## src/rtl/poolb_ctrl_u3_pkg.sv

```systemverilog
// poolb_pkg: shared helpers, default derived sizes and FSM states for the pooling sequencer
package poolb_pkg;

    // Ceiling log2, floored at 1 so degenerate sizes still yield a usable port width
    function automatic int clog2(input int v);
        int r = 1;
        while ((1 << r) < v) r++;
        return r;
    endfunction

    localparam int DEF_IFM_SIZE   = 7;
    localparam int DEF_IFM_DEPTH  = 16;
    localparam int DEF_NUM_UNITS  = 3;
    localparam int DEF_OFM_SIZE   = DEF_IFM_SIZE / 2;
    localparam int DEF_NUM_GROUPS = (DEF_IFM_DEPTH + DEF_NUM_UNITS - 1) / DEF_NUM_UNITS;
    localparam int DEF_IFM_AW     = clog2(DEF_IFM_SIZE * DEF_IFM_SIZE);
    localparam int DEF_OFM_AW     = clog2(DEF_OFM_SIZE * DEF_OFM_SIZE);
    localparam int DEF_GRP_W      = clog2(DEF_NUM_GROUPS);

    typedef enum logic [1:0] {IDLE, RUN, DRAIN, DONE} state_t;

endpackage

```

## src/rtl/poolb_ctrl_u3_if.sv

```systemverilog
// poolb_ctrl_u3_if: control, IFM read and OFM write signals of the pooling sequencer
interface poolb_ctrl_u3_if
    import poolb_pkg::*;
#(
    parameter int IFM_AW    = DEF_IFM_AW,
    parameter int OFM_AW    = DEF_OFM_AW,
    parameter int GRP_W     = DEF_GRP_W,
    parameter int NUM_UNITS = DEF_NUM_UNITS
);
    logic                 start;
    logic                 busy;
    logic                 done;
    logic                 ram_rd_en;
    logic [IFM_AW-1:0]    ram_addr_A;
    logic [IFM_AW-1:0]    ram_addr_B;
    logic [GRP_W-1:0]     rd_group;
    logic                 fifo_enable;
    logic                 pool_enable;
    logic                 ofm_wr_en;
    logic [OFM_AW-1:0]    ofm_addr;
    logic [GRP_W-1:0]     ofm_group;
    logic [NUM_UNITS-1:0] unit_mask;

    modport master (
        input  start,
        output busy, done, ram_rd_en, ram_addr_A, ram_addr_B, rd_group,
               fifo_enable, pool_enable, ofm_wr_en, ofm_addr, ofm_group, unit_mask
    );

    modport slave (
        output start,
        input  busy, done, ram_rd_en, ram_addr_A, ram_addr_B, rd_group,
               fifo_enable, pool_enable, ofm_wr_en, ofm_addr, ofm_group, unit_mask
    );
endinterface

```

## src/rtl/poolb_ctrl_u3_delay.sv

```systemverilog
// poolb_ctrl_delay: DEPTH-stage shift register that carries strobes and their fields
module poolb_ctrl_delay #(
    parameter int DEPTH = 1,
    parameter int WIDTH = 1
) (
    input  logic             clk,
    input  logic             reset,
    input  logic [WIDTH-1:0] din,
    output logic [WIDTH-1:0] dout
);
    logic [DEPTH-1:0][WIDTH-1:0] sr;

    // shift one stage per cycle; reset empties every stage
    always_ff @(posedge clk or negedge reset) begin
        if (!reset) begin
            sr <= '0;
        end else begin
            sr[0] <= din;
            for (int i = 1; i < DEPTH; i++) sr[i] <= sr[i-1];
        end
    end

    assign dout = sr[DEPTH-1];
endmodule

```

## src/rtl/poolb_ctrl_u3.sv

```systemverilog
// poolb_ctrl_u3: row-pair/column sequencer driving IFM reads, pool strobes and OFM writes
module poolb_ctrl_u3
    import poolb_pkg::*;
#(
    parameter int IFM_SIZE     = 7,
    parameter int IFM_DEPTH    = 16,
    parameter int KERNAL_SIZE  = 2,
    parameter int NUM_UNITS    = 3,
    parameter int RAM_LATENCY  = 1,
    parameter int POOL_LATENCY = 1
) (
    input logic             clk,
    input logic             reset,
    poolb_ctrl_u3_if.master bus
);
    localparam int OFM_SIZE   = IFM_SIZE / KERNAL_SIZE;
    localparam int COLS       = KERNAL_SIZE * OFM_SIZE;
    localparam int NUM_GROUPS = (IFM_DEPTH + NUM_UNITS - 1) / NUM_UNITS;
    localparam int IFM_AW     = clog2(IFM_SIZE * IFM_SIZE);
    localparam int OFM_AW     = clog2(OFM_SIZE * OFM_SIZE);
    localparam int GRP_W      = clog2(NUM_GROUPS);
    localparam int CW         = clog2(COLS);
    localparam int RW         = clog2(OFM_SIZE);

    typedef struct packed {
        logic             v;
        logic             odd;
        logic [RW-1:0]    ocol;
        logic [RW-1:0]    orow;
        logic [GRP_W-1:0] grp;
    } rd_t;

    typedef struct packed {
        logic              v;
        logic [OFM_AW-1:0] addr;
        logic [GRP_W-1:0]  grp;
    } wr_t;

    state_t            state, state_nx;
    logic [CW-1:0]     col;
    logic [RW-1:0]     row;
    logic [GRP_W-1:0]  grp;
    logic              issue, col_last, row_last, grp_last, last_wr, pool_en;
    logic [IFM_AW-1:0] addr_a;
    rd_t               rd_in, rd_out;
    wr_t               wr_in, wr_out;

    assign issue    = state == RUN;
    assign col_last = col == CW'(COLS - 1);
    assign row_last = row == RW'(OFM_SIZE - 1);
    assign grp_last = grp == GRP_W'(NUM_GROUPS - 1);
    assign addr_a   = IFM_AW'(row) * IFM_AW'(2 * IFM_SIZE) + IFM_AW'(col);

    // fields are zeroed when idle so the delay lines only ever hold live entries
    assign rd_in   = issue ? rd_t'{1'b1, col[0], RW'(col >> 1), row, grp} : '0;
    assign pool_en = rd_out.v & rd_out.odd;
    assign wr_in   = pool_en ? wr_t'{1'b1, OFM_AW'(rd_out.orow) * OFM_AW'(OFM_SIZE) + OFM_AW'(rd_out.ocol), rd_out.grp} : '0;
    assign last_wr = wr_out.v && wr_out.addr == OFM_AW'(OFM_SIZE * OFM_SIZE - 1) && wr_out.grp == GRP_W'(NUM_GROUPS - 1);

    poolb_ctrl_delay #(.DEPTH(RAM_LATENCY), .WIDTH($bits(rd_t))) u_rd_dly (
        .clk(clk), .reset(reset), .din(rd_in), .dout(rd_out)
    );

    poolb_ctrl_delay #(.DEPTH(POOL_LATENCY), .WIDTH($bits(wr_t))) u_wr_dly (
        .clk(clk), .reset(reset), .din(wr_in), .dout(wr_out)
    );

    // FSM state register
    always_ff @(posedge clk or negedge reset) begin
        if (!reset) state <= IDLE;
        else        state <= state_nx;
    end

    // column walks fastest, then row pair, then channel group; all wrap to zero at the end
    always_ff @(posedge clk or negedge reset) begin
        if (!reset) begin
            col <= '0;
            row <= '0;
            grp <= '0;
        end else if (issue) begin
            col <= col_last ? '0 : col + 1'b1;
            if (col_last) row <= row_last ? '0 : row + 1'b1;
            if (col_last && row_last) grp <= grp_last ? '0 : grp + 1'b1;
        end
    end

    // next state and status; start only matters in IDLE
    always_comb begin
        state_nx = state == IDLE  ? (bus.start ? RUN : IDLE) :
                   state == RUN   ? (col_last && row_last && grp_last ? DRAIN : RUN) :
                   state == DRAIN ? (last_wr ? DONE : DRAIN) : IDLE;
        bus.busy = state == RUN || state == DRAIN;
        bus.done = state == DONE;
    end

    // a unit is enabled only if its channel exists in the written group
    always_comb begin
        bus.unit_mask = '0;
        for (int u = 0; u < NUM_UNITS; u++)
            bus.unit_mask[u] = wr_out.v && (int'(wr_out.grp) * NUM_UNITS + u < IFM_DEPTH);
    end

    assign bus.ram_rd_en   = issue;
    assign bus.ram_addr_A  = issue ? addr_a : '0;
    assign bus.ram_addr_B  = issue ? addr_a + IFM_AW'(IFM_SIZE) : '0;
    assign bus.rd_group    = issue ? grp : '0;
    assign bus.fifo_enable = rd_out.v;
    assign bus.pool_enable = pool_en;
    assign bus.ofm_wr_en   = wr_out.v;
    assign bus.ofm_addr    = wr_out.addr;
    assign bus.ofm_group   = wr_out.grp;
endmodule

```

## src/flat_wrapper.sv

```systemverilog
// flat-port wrapper written by rule: the top's interface ports become plain ports
module poolb_ctrl_u3_flat import poolb_pkg::*;
#(
    parameter int IFM_SIZE     = 7,
    parameter int IFM_DEPTH    = 16,
    parameter int KERNAL_SIZE  = 2,
    parameter int NUM_UNITS    = 3,
    parameter int RAM_LATENCY  = 1,
    parameter int POOL_LATENCY = 1
)
  (clk, reset, bus_start, bus_busy, bus_done, bus_ram_rd_en, bus_ram_addr_A, bus_ram_addr_B, bus_rd_group, bus_fifo_enable, bus_pool_enable, bus_ofm_wr_en, bus_ofm_addr, bus_ofm_group, bus_unit_mask);
  poolb_ctrl_u3_if #(.IFM_AW(6), .OFM_AW(4), .GRP_W(3), .NUM_UNITS(NUM_UNITS)) bus_i ();
  input logic clk;
  input logic reset;
  input wire logic [$bits(bus_i.start)-1:0] bus_start;
  output wire logic [$bits(bus_i.busy)-1:0] bus_busy;
  output wire logic [$bits(bus_i.done)-1:0] bus_done;
  output wire logic [$bits(bus_i.ram_rd_en)-1:0] bus_ram_rd_en;
  output wire logic [$bits(bus_i.ram_addr_A)-1:0] bus_ram_addr_A;
  output wire logic [$bits(bus_i.ram_addr_B)-1:0] bus_ram_addr_B;
  output wire logic [$bits(bus_i.rd_group)-1:0] bus_rd_group;
  output wire logic [$bits(bus_i.fifo_enable)-1:0] bus_fifo_enable;
  output wire logic [$bits(bus_i.pool_enable)-1:0] bus_pool_enable;
  output wire logic [$bits(bus_i.ofm_wr_en)-1:0] bus_ofm_wr_en;
  output wire logic [$bits(bus_i.ofm_addr)-1:0] bus_ofm_addr;
  output wire logic [$bits(bus_i.ofm_group)-1:0] bus_ofm_group;
  output wire logic [$bits(bus_i.unit_mask)-1:0] bus_unit_mask;
  assign bus_i.start = bus_start;
  assign bus_busy = bus_i.busy;
  assign bus_done = bus_i.done;
  assign bus_ram_rd_en = bus_i.ram_rd_en;
  assign bus_ram_addr_A = bus_i.ram_addr_A;
  assign bus_ram_addr_B = bus_i.ram_addr_B;
  assign bus_rd_group = bus_i.rd_group;
  assign bus_fifo_enable = bus_i.fifo_enable;
  assign bus_pool_enable = bus_i.pool_enable;
  assign bus_ofm_wr_en = bus_i.ofm_wr_en;
  assign bus_ofm_addr = bus_i.ofm_addr;
  assign bus_ofm_group = bus_i.ofm_group;
  assign bus_unit_mask = bus_i.unit_mask;
  poolb_ctrl_u3 #(.IFM_SIZE(IFM_SIZE), .IFM_DEPTH(IFM_DEPTH), .KERNAL_SIZE(KERNAL_SIZE), .NUM_UNITS(NUM_UNITS), .RAM_LATENCY(RAM_LATENCY), .POOL_LATENCY(POOL_LATENCY)) u_core (.clk(clk), .reset(reset), .bus(bus_i));
endmodule
```

## config.mk

```make
export PLATFORM = sky130hd
export DESIGN_NAME = poolb_ctrl_u3_flat
export DESIGN_NICKNAME = d
export VERILOG_FILES = /design/src/rtl/poolb_ctrl_u3_pkg.sv /design/src/rtl/poolb_ctrl_u3_if.sv /design/src/rtl/poolb_ctrl_u3_delay.sv /design/src/rtl/poolb_ctrl_u3.sv /design/src/flat_wrapper.sv
export SDC_FILE = /design/constraint.sdc
export NUM_CORES = 1
export LEC_CHECK = 0
export CORE_AREA = 2 2 74 76
export DETAILED_ROUTE_END_ITERATION = 7
export DIE_AREA = 0 0 76 78
export DONT_BUFFER_PORTS = 1
export GPL_ROUTABILITY_DRIVEN = 0
export PLACE_DENSITY = 0.42
export SYNTH_ARGS = -nofsm -noshare
export SYNTH_HDL_FRONTEND = slang
export SYNTH_SLANG_ARGS = --single-unit
```

## constraint.sdc

```tcl
create_clock -name clk -period 3.5 [get_ports clk]
set_input_delay 0.7 -clock clk [delete_from_list [all_inputs] [get_ports clk]]
set_output_delay 0.7 -clock clk [all_outputs]
set_load 0.03 [all_outputs]
```

# Yosys cells after proc, flatten, opt, wreduce, memory -nomap -nowiden
# Index checks and enable logic that the tools add are counted.
# classes
mul	3
n_lt_le_gt_ge	3
bitwise	1
reduce_logical	11
addsub	8
n_eq_ne	8
n_mux	14
# op_table
op	count
$lt 32x6->1 const B	3
$add 32x2->32 const B	1
$add 32x3->32 const B	1
$mux 6	2
$mux 2	5
$eq 3x3->1 const B	3
$mux 3	3
$mux 9	1
$mux 8	1
$logic_and 1x1->1	7
$add 3x1->3 const B	2
$add 6x3->6	1
$add 6x3->6 const B	1
$eq 2x2->1 const B	3
$mul 2x3->5 const B	1
$mul 3x2->5 const B	1
$add 4x2->4	1
$eq 4x4->1 const B	1
$mul 2x2->4 const B	1
$reduce_and 2->1	2
$add 2x1->2 const B	1
$eq 2x1->1 const B	1
$logic_not 2->1	1
$mux 1	2
2 further kinds	2
# word_totals
out_inout_bits	31
elab_cells	54
input_bits	3
ff_bits	27

# Longest topological paths before layout
# depth
ltp_word	7
depth_mapped	8
ltp_nobuf	8

# Hierarchy
# From an unflattened synthesis, not the netlist that was laid out.
# unflattened
hier_cells	157
hier_area_um2	1649.1
# by_module_without_submodules
module	seq_area_each_um2	n_inst	cells_per_inst	area_each_um2
poolb_ctrl_u3	250.2	1	140	1223.7
poolb_ctrl_delay (u_core.u_rd_dly)	225.2	1	9	225.2
poolb_ctrl_delay (u_core.u_wr_dly)	200.2	1	8	200.2

# Worst setup path after synthesis
# No wires, ideal clock.
# synth_timing
path_kind	register to output
start	register u_core.row[0]
end	output port bus_ram_addr_B[5]
path_stages_with_launch	8
path_buffers	0
slack_ps	519
t_arrival_ps	2281
required_time_ps	2800
cell_sequence	dfrtp_1 inv_1 ha_1 inv_1 fa_1 and3_1 or4_1 and3_1
# synth_via
elab_chain_cells	4
# synth_rtl
element	line	text
start, declared	poolb_ctrl_u3.sv:41	logic [RW-1:0] row;
start signal, assigned	poolb_ctrl_u3.sv:82	if (col_last) row <= row_last ? '0 : row + 1'b1;
$mul 2x3->5	poolb_ctrl_u3.sv:52	assign addr_a = IFM_AW'(row) * IFM_AW'(2 * IFM_SIZE) + IFM_AW'(col);
$add 6x3->6	poolb_ctrl_u3.sv:52	
$add 6x3->6	poolb_ctrl_u3.sv:105	assign bus.ram_addr_B = issue ? addr_a + IFM_AW'(IFM_SIZE) : '0;
$mux 6	poolb_ctrl_u3.sv:105	
end, declared	flat_wrapper.sv:20	output wire logic [$bits(bus_i.ram_addr_B)-1:0] bus_ram_addr_B;
# No other way between the ends.

# Final worst setup path
# Same ends and word-level chain as after synthesis.

==> results.json <==
{
  "outcome": "finished, final reports clean",
  "drive_gt1_share_pct": 7.69,
  "n_antenna_cell": 0,
  "worstPathMaxFanout": 5,
  "wire_per_inst_um": 14.0,
  "dp_hpwl_mm": 2.51,
  "slew_headroom_pct": 50.9,
  "dieHeight_um": 78,
  "port_buffers": 0,
  "layout_commonest_cell": "dfrtp_1",
  "finalSetupViolations": 0,
  "dr.pass1.iters": 4,
  "tightest_slew_ns": 0.733,
  "fin_crit_sh_pct": 95.2,
  "htreeDepth": 1,
  "end_kind": "output pin",
  "insertion_delay_ns": 0.26,
  "crit_required_ns": 2.80,
  "hold_violations": 0,
  "rr_worst_depth": 6,
  "vdd_drop_max_mv": 0.514,
  "fmax_mhz": 300,
  "final_util_pct": 34.6,
  "dieArea_mm2": 0.00593,
  "fp.dieW_um": 76,
  "final_cell_mix": "dfrtp_1, ha_1, inv_1",
  "via_per_inst": 4.63,
  "synth.top_cell.area_share_pct": 41.4,
  "ys_ff_latch": 27,
  "yosysSeqAreaShare_pct": 41.4,
  "r2r_setup_slack_ns": 1.44,
  "power_leakage_nw": 0.842,
  "critPathLaunchType": "flop",
  "powerDensity_mw_per_mm2": 943,
  "finalClockSkew_ns": 0.00616,
  "tritoncts": "built",
  "numCtsBuffers": 3,
  "drt_iter0_drc": 26,
  "grt_max_degree": 28,
  "core_mm2": 0.00504,
  "synth_cells": 156,
  "totalWireLength_mm": 3.17,
  "mappedNetlistArea_mm2": 0.00163,
  "grt_usage_pct": 11.4,
  "drc_errors": 0,
  "rsz0062_at_grt": "no",
  "start_util_pct": 32.4,
  "drtAntennaViolNets": 0,
  "clk_pin_slew_ns": 0.09,
  "grt_pass1_wl_mm": 5.40,
  "yosysTopAreaCell": "dfrtp_1",
  "syn_to_final_growth_pct": 6.90,
  "reg2reg_to": "u_core.state[0]$_DFF_PN0_",
  "place_ws_ns": 0.374,
  "ios": 34,
  "fp-row-count": 26,
  "postSynthAreaPerCell_um2": 10.5,
  "slew_viol_final": 0,
  "antenna_found_initial": 0,
  "synth_nets": 183,
  "drv_cap": 0,
  "finalNonFillerCells": 226,
  "cts_num_sinks": 27,
  "grt_pass1_vias": 1070,
  "cts-root-buf": "clkbuf_8",
  "hp-class": "input pin to async pin",
  "ys_types": 31,
  "crit_type": "flop to output pin",
  "reg2reg_from": "u_core.state[1]$_DFF_PN0_",
  "fin_crit_ns": 3.33,
  "synth_area_leaders": "dfrtp_1, ha_1, fa_1",
  "critical_path_arrival_ns": 2.63,
  "num_vias": 1046,
  "final.setup.tns_ns": 0,
  "yosysWarnings": 0,
  "fill_cells": 532,
  "placed_cells": 221,
  "final_nets": 184,
  "fin_ws_ns": 0.169,
  "grt_overflow": 0,
  "clockBufferDepth": 2
}
worst max-delay path, cell delays in order, from the launching register on:
cell     delay, ns
dfrtp_2       0.42
inv_2         0.08
ha_1          0.30
inv_1         0.06
fa_1          0.53
and3_1        0.25
or4_1         0.46
and3_2        0.28
what timing repair did:
item / in CTS / in global routing
setup buffers: 0 / 1
hold buffers: 0 / 0
gates resized for setup: 0 / 3
setup endpoints to repair: 0 / 1
hold endpoints to repair: 0 / 0
registers in the layout (all words and copies together), names as in the netlist:
name	cells
u_core.u_wr_dly.dout	8
u_core.grp	3
u_core.row	2
u_core.state	2
u_core.u_rd_dly.dout	9
u_core.col	3
report_power, final:
part | internal (mW) | switching (mW)
combinational | 0.318 | 0.651
clock | 0.0813 | 0.0913
sequential | 0.389 | 0.115
metrics by stage:
step	total power [mW]	hold slack [ns]	cell area, um^2
finish	1.65	0.117	1740
global route	1.79	0.0938	1740
CTS	1.66	0.111	1730
detailed placement	1.48	0.405	1690
global placement	1.45	0.406	1690
floorplan	1.32	0.404	1630
cells in the mapped netlist:
master / n
a21bo_2: 1
a21o_1: 2
a21oi_1: 3
a2bb2oi_1: 1
a31oi_1: 1
a32oi_2: 1
and2_1: 12
and2b_2: 1
and3_1: 8
and4b_1: 1
buf_4: 4
clkbuf_1: 2
dfrtp_1: 27
fa_1: 4
ha_1: 20
inv_1: 18
mux2_2: 1
nand2_1: 9
nand2b_1: 1
nand3_1: 2
nand3b_1: 1
nand4_1: 2
nor2_1: 6
nor2b_1: 7
nor3_1: 2
nor4bb_1: 2
o21ai_0: 5
o31ai_1: 1
or4_1: 1
xnor2_1: 7
xor2_1: 3
worst max-delay path by stage:
stage,slack [ns],endpoint,cells after the start,startpoint
floorplan,0.52,bus_ram_addr_B[5],7,u_core.row[0]$_DFFE_PN0P_
global placement,0.43,bus_ram_addr_B[5],7,u_core.row[0]$_DFFE_PN0P_
detailed placement,0.37,bus_ram_addr_B[5],7,u_core.row[0]$_DFFE_PN0P_
CTS,0.06,bus_ram_addr_B[5],7,u_core.row[0]$_DFFE_PN0P_
global route,0.007,bus_ram_addr_B[5],7,u_core.row[0]$_DFFE_PN0P_
finish,0.17,bus_ram_addr_B[5],7,u_core.row[0]$_DFFE_PN0P_
routing by layer:
layer	GRT usage [%]	vias up	wire length (um)
li1	-	504	-
met1	14.1	512	1380
met2	19.8	28	1590
met3	2.44	2	162
met4	3.82	0	34
met5	0	-	0
logic make-up after synthesis:
logic type	share of synthesized area [%]
simple gates	19.5
flops	41.4
buf+inv	6.44
fa+ha+maj	20.2
compound gates	6.37
xor+xnor	5.37
mux	0.690
area by class of cell:
type,count,area [um^2],share of cell area (%)
clock buffer,4,45.0,2.58
inverter,18,67.6,3.87
sequential,27,677,38.8
multi-input combinational,105,852,48.9
tap,70,87.6,5.02
timing repair buffer,2,15.0,0.861
No activity file was read; power rests on OpenSTA's default activity.
